$ cat config.mk
export PLATFORM = sky130hd
export DESIGN_NAME = serial_adder_ctrl_flat
export DESIGN_NICKNAME = d
export VERILOG_FILES = /design/src/rtl/serial_adder_ctrl_pkg.sv /design/src/rtl/serial_adder_ctrl_if.sv /design/src/rtl/serial_adder_ctrl_full_adder_bit.sv /design/src/rtl/serial_adder_ctrl.sv /design/src/flat_wrapper.sv
export SDC_FILE = /design/constraint.sdc
export NUM_CORES = 1
export LEC_CHECK = 0
export BUFFER_PORTS_ARGS = -buffer_cell sky130_fd_sc_hd__clkbuf_2
export CAP_MARGIN = 20
export CELL_PAD_IN_SITES_DETAIL_PLACEMENT = 1
export CELL_PAD_IN_SITES_GLOBAL_PLACEMENT = 1
export CORE_MARGIN = 5
export CORE_UTILIZATION = 38
export DETAILED_ROUTE_END_ITERATION = 7
export PLACE_DENSITY_LB_ADDON = 0.1
export REMOVE_ABC_BUFFERS = 1
export SLEW_MARGIN = 40
export SYNTH_ARGS = -nofsm -noshare
export SYNTH_HDL_FRONTEND = slang
export SYNTH_SLANG_ARGS = --single-unit
$ cat constraint.sdc
create_clock -name clk -period 2 [get_ports clk]
set_clock_uncertainty 0.1 [all_clocks]
set_input_delay 0.4 -clock clk [delete_from_list [all_inputs] [get_ports clk]]
set_output_delay 0.4 -clock clk [all_outputs]
set_load 0.005 [all_outputs]
$ cat src/rtl/serial_adder_ctrl_pkg.sv
// serial_add_pkg: shared FSM state encoding and default width for the serial adder
package serial_add_pkg;
    localparam int DEF_WIDTH = 8;
    typedef enum logic [1:0] {
        IDLE = 2'b00,
        RUN  = 2'b01,
        DONE = 2'b10
    } state_t;
endpackage

$ cat src/rtl/serial_adder_ctrl_if.sv
// serial_adder_ctrl_if: start/busy/done command bus for the serial adder
// master drives start, a, b, cin; slave returns busy, done, sum, cout
interface serial_adder_ctrl_if
    import serial_add_pkg::*;
#(
    parameter int WIDTH = DEF_WIDTH
);
    logic             start;
    logic [WIDTH-1:0] a;
    logic [WIDTH-1:0] b;
    logic             cin;
    logic             busy;
    logic             done;
    logic [WIDTH-1:0] sum;
    logic             cout;
    modport master (output start, a, b, cin, input busy, done, sum, cout);
    modport slave (input start, a, b, cin, output busy, done, sum, cout);
endinterface

$ cat src/rtl/serial_adder_ctrl_full_adder_bit.sv
// full_adder_bit: one-bit full adder built from two half adders and an OR
// half_adder ports: i_a, i_b -> o_s, o_c; full_adder_bit ports: i_a, i_b, i_cin -> o_s, o_co
module half_adder (
    input  logic i_a,
    input  logic i_b,
    output logic o_s,
    output logic o_c
);
    assign o_s = i_a ^ i_b;
    assign o_c = i_a & i_b;
endmodule

module full_adder_bit (
    input  logic i_a,
    input  logic i_b,
    input  logic i_cin,
    output logic o_s,
    output logic o_co
);
    logic w_s1, w_c1, w_c2;
    half_adder u_ha0 (.i_a(i_a), .i_b(i_b), .o_s(w_s1), .o_c(w_c1));
    half_adder u_ha1 (.i_a(w_s1), .i_b(i_cin), .o_s(o_s), .o_c(w_c2));
    assign o_co = w_c1 | w_c2;
endmodule

$ cat src/rtl/serial_adder_ctrl.sv
// serial_adder_ctrl: WIDTH-bit add done LSB-first through one full adder, one bit per clock
// ports: clk, rst_n (async active-low), bus (slave: start/a/b/cin in, busy/done/sum/cout out)
module serial_adder_ctrl
    import serial_add_pkg::*;
#(
    parameter  int WIDTH = DEF_WIDTH,
    localparam int CNT_W = $clog2(WIDTH)
) (
    input logic                clk,
    input logic                rst_n,
    serial_adder_ctrl_if.slave bus
);
    state_t           r_state;
    logic [WIDTH-1:0] r_a, r_b, r_res, r_sum;
    logic [CNT_W-1:0] r_cnt;
    logic             r_c, r_busy, r_done, r_cout;
    logic             w_s, w_co;
    logic [WIDTH-1:0] w_res;

    full_adder_bit u_fa (.i_a(r_a[0]), .i_b(r_b[0]), .i_cin(r_c), .o_s(w_s), .o_co(w_co));

    // result fills from the top so the LSB lands at bit 0 after WIDTH shifts
    assign w_res = {w_s, r_res[WIDTH-1:1]};

    always_ff @(posedge clk or negedge rst_n) begin
        if (!rst_n) begin
            r_state <= IDLE;
            r_a     <= '0;
            r_b     <= '0;
            r_res   <= '0;
            r_c     <= 1'b0;
            r_cnt   <= '0;
            r_busy  <= 1'b0;
            r_done  <= 1'b0;
            r_sum   <= '0;
            r_cout  <= 1'b0;
        end else begin
            case (r_state)
                IDLE: begin
                    r_done <= 1'b0;
                    if (bus.start) begin
                        r_a     <= bus.a;
                        r_b     <= bus.b;
                        r_c     <= bus.cin;
                        r_cnt   <= '0;
                        r_busy  <= 1'b1;
                        r_state <= RUN;
                    end
                end
                RUN: begin
                    r_c   <= w_co;
                    r_a   <= r_a >> 1;
                    r_b   <= r_b >> 1;
                    r_res <= w_res;
                    r_cnt <= r_cnt + 1'b1;
                    if (r_cnt == CNT_W'(WIDTH - 1)) begin
                        r_sum   <= w_res;
                        r_cout  <= w_co;
                        r_busy  <= 1'b0;
                        r_done  <= 1'b1;
                        r_state <= DONE;
                    end
                end
                DONE: begin
                    r_done  <= 1'b0;
                    r_state <= IDLE;
                end
                default: begin
                    r_busy  <= 1'b0;
                    r_done  <= 1'b0;
                    r_state <= IDLE;
                end
            endcase
        end
    end

    assign bus.busy = r_busy;
    assign bus.done = r_done;
    assign bus.sum  = r_sum;
    assign bus.cout = r_cout;
endmodule

$ cat src/flat_wrapper.sv
// flat-port wrapper written by rule: the top's interface ports become plain ports
module serial_adder_ctrl_flat import serial_add_pkg::*;
#(
    parameter  int WIDTH = DEF_WIDTH,
    localparam int CNT_W = $clog2(WIDTH)
)
  (clk, rst_n, bus_start, bus_a, bus_b, bus_cin, bus_busy, bus_done, bus_sum, bus_cout);
  serial_adder_ctrl_if #(.WIDTH(WIDTH)) bus_i ();
  input logic clk;
  input logic rst_n;
  input wire logic [$bits(bus_i.start)-1:0] bus_start;
  input wire logic [$bits(bus_i.a)-1:0] bus_a;
  input wire logic [$bits(bus_i.b)-1:0] bus_b;
  input wire logic [$bits(bus_i.cin)-1:0] bus_cin;
  output wire logic [$bits(bus_i.busy)-1:0] bus_busy;
  output wire logic [$bits(bus_i.done)-1:0] bus_done;
  output wire logic [$bits(bus_i.sum)-1:0] bus_sum;
  output wire logic [$bits(bus_i.cout)-1:0] bus_cout;
  assign bus_i.start = bus_start;
  assign bus_i.a = bus_a;
  assign bus_i.b = bus_b;
  assign bus_i.cin = bus_cin;
  assign bus_busy = bus_i.busy;
  assign bus_done = bus_i.done;
  assign bus_sum = bus_i.sum;
  assign bus_cout = bus_i.cout;
  serial_adder_ctrl #(.WIDTH(WIDTH)) u_core (.clk(clk), .rst_n(rst_n), .bus(bus_i));
endmodule
Yosys cells after proc, flatten, opt, wreduce, memory -nomap -nowiden
Index checks and enable logic that the tools add are counted.
{"block": "totals", "regBits": 41, "out_inout_bits": 11, "wordCells": 44}
{"block": "classes", "n_addsub": 1, "n_eq_ne": 5, "n_mux": 16, "n_bitwise": 6, "n_reduce_logical": 6}
{"cell": "case mux 8 bit (2 select lines)", "count": 2}
{"cell": "2-to-1 mux 8 bit", "count": 2}
{"cell": "case mux 3 bit (2 select lines)", "count": 1}
{"cell": "AND reduction 2 bit", "count": 3}
{"cell": "2-to-1 mux 1 bit", "count": 5}
{"cell": "2-to-1 mux 2 bit", "count": 2}
{"cell": "case mux 2 bit (2 select lines)", "count": 1}
{"cell": "adder 3 x 1 -> 3 bit, second input constant", "count": 1}
{"cell": "equality test 3 bit, second input constant", "count": 1}
{"cell": "2-to-1 mux 3 bit", "count": 1}
{"cell": "case mux 1 bit (3 select lines)", "count": 1}
{"cell": "AND reduction 3 bit", "count": 1}
{"cell": "AND 1 bit", "count": 2}
{"cell": "equality test 2 x 1 -> 1 bit, second input constant", "count": 1}
{"cell": "equality test 2 bit, second input constant", "count": 1}
{"cell": "zero test 2 bit", "count": 1}
{"cell": "!= test 2 x 1 -> 1 bit, second input constant", "count": 1}
{"cell": "!= test 2 bit, second input constant", "count": 1}
{"cell": "case mux 1 bit (2 select lines)", "count": 1}
{"cell": "nonzero test 2 bit", "count": 1}
{"cell": "bitwise XOR 1 bit", "count": 2}
{"cell": "inverter 1 bit", "count": 1}
{"cell": "bitwise OR 1 bit", "count": 1}

Logic depth before layout (Yosys ltp)
{"block": "logic_depth", "depth_word": 4, "ltp_mapped": 5, "ltp_nobuf": 5}

Cells and area by module
From an unflattened synthesis, not the netlist that was laid out.
{"block": "hier_totals", "hier_cells": 151, "area_unflattened_um2": 1739.2}
{"mod": "serial_adder_ctrl", "n_inst": 1, "cells_per_inst": 148, "area_each_um2": 1707.9, "seq_area_each_um2": 1001.0}
{"mod": "half_adder", "n_inst": 2, "cells_per_inst": 1, "area_each_um2": 12.5, "seq_area_each_um2": 0.0}
{"mod": "full_adder_bit", "n_inst": 1, "cells_per_inst": 1, "area_each_um2": 6.3, "seq_area_each_um2": 0.0}

Worst setup path before layout
No wires, ideal clock.
{"block": "synth_path", "path_kind": "register to register", "startpoint": "reg u_core.r_cnt[0]", "endpoint": "reg u_core.r_cout (netlist: u_core.bus.cout)", "arrival_ps": 1248, "path_slack_ps": 527, "path_stages_with_launch": 5, "synth_period_minus_slack_ps": 1473, "cell_sequence": "dfrtp_1 -> ha_1 -> ha_1 -> nand2_8 -> mux2_4"}
{"block": "synth_between", "elab_chain_cells": 2}
{"item": "start, declared", "line": "serial_adder_ctrl.sv:15", "text": "logic [CNT_W-1:0] r_cnt;"}
{"item": "start signal, assigned", "line": "serial_adder_ctrl.sv:55", "text": "r_cnt <= r_cnt + 1'b1;"}
{"item": "equality test 3 bit", "line": "serial_adder_ctrl.sv:56", "text": "if (r_cnt == CNT_W'(WIDTH - 1)) begin"}
{"item": "AND reduction 2 bit (no line)"}
{"item": "end signal, assigned", "line": "serial_adder_ctrl.sv:58", "text": "r_cout <= w_co;"}
{"item": "end, declared", "line": "serial_adder_ctrl.sv:16", "text": "logic r_c, r_busy, r_done, r_cout;"}
Every way passes these cells.
A chain may end at the register's enable or synchronous reset.

Worst setup path after layout
{"block": "layout_path", "startpoint": "reg u_core.r_state[1]", "endpoint": "reg u_core.r_cnt[0]"}
{"block": "layout_between", "elab_chain_cells": 3}
{"item": "start, declared", "line": "serial_adder_ctrl.sv:13", "text": "state_t r_state;"}
{"item": "start signal, assigned", "line": "serial_adder_ctrl.sv:27", "text": "r_state <= IDLE;"}
{"item": "start signal, assigned", "line": "serial_adder_ctrl.sv:47", "text": "r_state <= RUN;"}
{"item": "start signal, assigned", "line": "serial_adder_ctrl.sv:61", "text": "r_state <= DONE;"}
{"item": "equality test 2 x 1 -> 1 bit or zero test 2 bit (tied branches)", "line": "serial_adder_ctrl.sv:38", "text": "case (r_state)"}
{"item": "nonzero test 2 bit (no line) or != test 2 bit (tied branches)"}
{"item": "AND reduction 2 bit (no line)"}
Several ways; a longest one is shown, not always the timed one.

==> impl_metrics.py <==
metrics = {
    "run_status": {
        "status": "finished, final reports clean",
    },
    "clocking": {
        "clkTransAtPathRegs_ns": 0.07,
        "htree_levels": 2,
        "cts_sinks": 40,
        "clock_latency_ns": 0.29,
        "hold_buffers": 1,
        "cts_buffer_depth": 2,
        "cts-root-buf": "clkbuf_8",
        "post_cts_resize_count": 0,
        "cts_tree": "done",
        "cts_made_buffers": 5,
        "post_cts.repair.setup_buffers": 0,
    },
    "synthesis": {
        "synth_area_um2": 1769,
        "yosys-top-cells-area": "dfrtp_1 (57%), mux2_4 (7.6%), o22ai_1 (7.4%)",
        "seq_area_frac_synth_pct": 56.58,
        "synth.largest_area_cell": "dfrtp_1",
        "netlist_instances": 153,
        "synth_common_cells": "dfrtp_1 (40), nand2_1 (26), o22ai_1 (21)",
        "ys.flop_type": "dfrtp_1",
        "avgSynthCellArea_um2": 11.56,
        "ys_warn_count": 0,
        "async_flop_share_pct": 100.0,
        "synth_seq_cells": 40,
        "synth_top_area_share_pct": 56.58,
        "synthDistinctLibCells": 26,
        "synth_most_common_cell": "dfrtp_1",
        "synth-edff-count": 0,
    },
    "routing": {
        "ant_nets": 0,
        "drt-total-wl_um": 4208,
        "routed_via_density": 5.371,
        "drt_iter0_drc": 67,
        "drc": 0,
        "wl_per_cell_um": 17.76,
        "first_pass_iters": 4,
        "via_count": 1273,
    },
    "timing": {
        "fmax_mhz": 623.9,
        "period_needed_ns": 1.603,
        "post-route-period-util_pct": 80.14,
        "worstMarginPinSlew_ns": 0.5181,
        "final_max_slew_viol_count": 0,
        "relSlewSlack_pct": 65.46,
        "rsz0062_at_grt": "no",
        "setup_violations": 0,
        "final_hold_viol_count": 0,
        "tns_ns": 0,
    },
    "place": {
        "dp_cells": 229,
        "port_buffers": 30,
        "gp_congestion": 0.7399,
        "dp_hpwl_um": 3039,
    },
    "power": {
        "power.density_nw_per_um2": 1552,
        "power.total_w": 0.003177,
        "p_leak_nw": 0.9866,
        "ir_drop_v": 0.0004636,
    },
    "grt": {
        "grt_max_degree": 23,
        "gr-usage-all-layers_pct": 15.10,
        "globalRouteOverflowTotal": 0,
        "grt_pass1_vias": 1418,
        "grt_pass1_wl_um": 7155,
        "antenna_found_initial": 0,
    },
    "worst_setup_path": {
        "crit_fanout": 13,
        "crit_arrival_ns": 1.67,
        "critPathCaptureType": "register",
        "r2r_setup_slack_ns": 0.40,
        "path_class": "reg -> reg",
        "crit_required_ns": 2.07,
        "cp-start-kind": "register",
    },
    "finish": {
        "n_antenna_cell": 0,
        "layout.nets": 208,
        "fin_util_pct": 46.06,
        "instances_no_fill": 237,
        "drive_gt1_share_pct": 31.89,
        "area_growth_syn_to_layout_pct": 15.70,
    },
    "die": {
        "die_w_um": 78.24,
        "die-height_um": 78.24,
        "io_pins": 31,
        "core_area_um2": 4444,
        "fp.dieArea_um2": 6121,
        "num_rows": 24,
        "start_util_pct": 39.81,
    },
    "run": {
        "max-cap-violations": 0,
    },
    "worst_hold_path": {
        "hold_path.class": "in -> reg",
    },
}
[layout by cell type (no fill, tap or decap), types with 5 or more instances in the layout]
cell type | netlist | final
dfrtp_1 | 40 | 40
clkbuf_2 | 0 | 30
nand2_1 | 26 | 26
o22ai_1 | 21 | 21
a21oi_1 | 10 | 10
mux2_4 | 9 | 9
o21ai_0 | 7 | 7
nor2_1 | 5 | 5
clkbuf_8 | 0 | 5
[registers in the layout, summed over array words and instances, names as in the netlist]
register / flops
u_core.bus.done: 1
u_core.bus.sum: 8
u_core.r_res: 7
u_core.r_b: 8
u_core.bus.busy: 1
u_core.r_state: 2
u_core.bus.cout: 1
u_core.r_c: 1
u_core.r_cnt: 3
u_core.r_a: 8
[worst max-delay path, stage by stage (launching register included)]
cell      delay [ns]
dfrtp_1         0.55
nand2b_1        0.49
buf_4           0.26
o21ai_0         0.09
[kinds of logic (layout without fill, tap and decap cells)]
family                     count (synthesis)  in the layout  share of synthesized area, %
and+or+nand+nor                           43             43                         12.24
muxes                                      9              9                         7.638
AOI/OAI and AO/OA                         46             46                         16.76
DFF                                       40             40                         56.58
adders and majority gates                  3              3                         2.546
buffers and inverters                     12             44                         4.243
[final cells by class]
class	instances	area (µm²)
multi-input cells	101	693.2
well taps	52	65.06
clock inverters	2	12.51
flip-flops and latches	40	1001
inverters	3	11.26
fillers	497	2397
repair buffers	34	195.2
clock buffers	5	68.82
[metal layers]
layer | GRT usage (%) | up-vias | share of wire [%] | routed length [µm]
met5 | 0 | - | 0 | 0
met3 | 4.577 | 4 | 4.3 | 180
met4 | 5.245 | 0 | 0.90 | 38
met2 | 24.74 | 27 | 49 | 2069
li1 | - | 609 | - | -
met1 | 19.01 | 633 | 46 | 1920
[final timing paths]
kind | startpoint | cells after the start | end
hold / removal | bus_a[7] | 3 | u_core.r_a[7]
max in group asynchronous | rst_n | 3 | u_core.r_a[6]
setup reg to reg | u_core.r_state[1] | 3 | u_core.r_cnt[0]
setup / recovery | u_core.r_state[1] | 3 | u_core.r_cnt[0]
hold reg to reg | u_core.r_res[1] | 2 | u_core.r_res[1]
min in group asynchronous | rst_n | 2 | u_core.bus.sum[4]
[where the power goes]
| group | switching [W] | internal [W] |
|---|---|---|
| sequential | 0.000281 | 0.00118 |
| combinational | 0.000580 | 0.000611 |
| clock | 0.000285 | 0.000236 |
[metrics by stage]
step / instance area, µm² / hold slack (ns) / setup WS, ns
floorplan: 1705 / 0.004409 / 0.5266
global placement: 1956 / 0.2889 / 0.4414
detailed placement: 1956 / 0.2963 / 0.3847
CTS: 2047 / 0.2284 / 0.3689
global route: 2047 / 0.2696 / 0.2354
finish: 2047 / 0.2307 / 0.3973
Power figures use the tool's default switching activity.
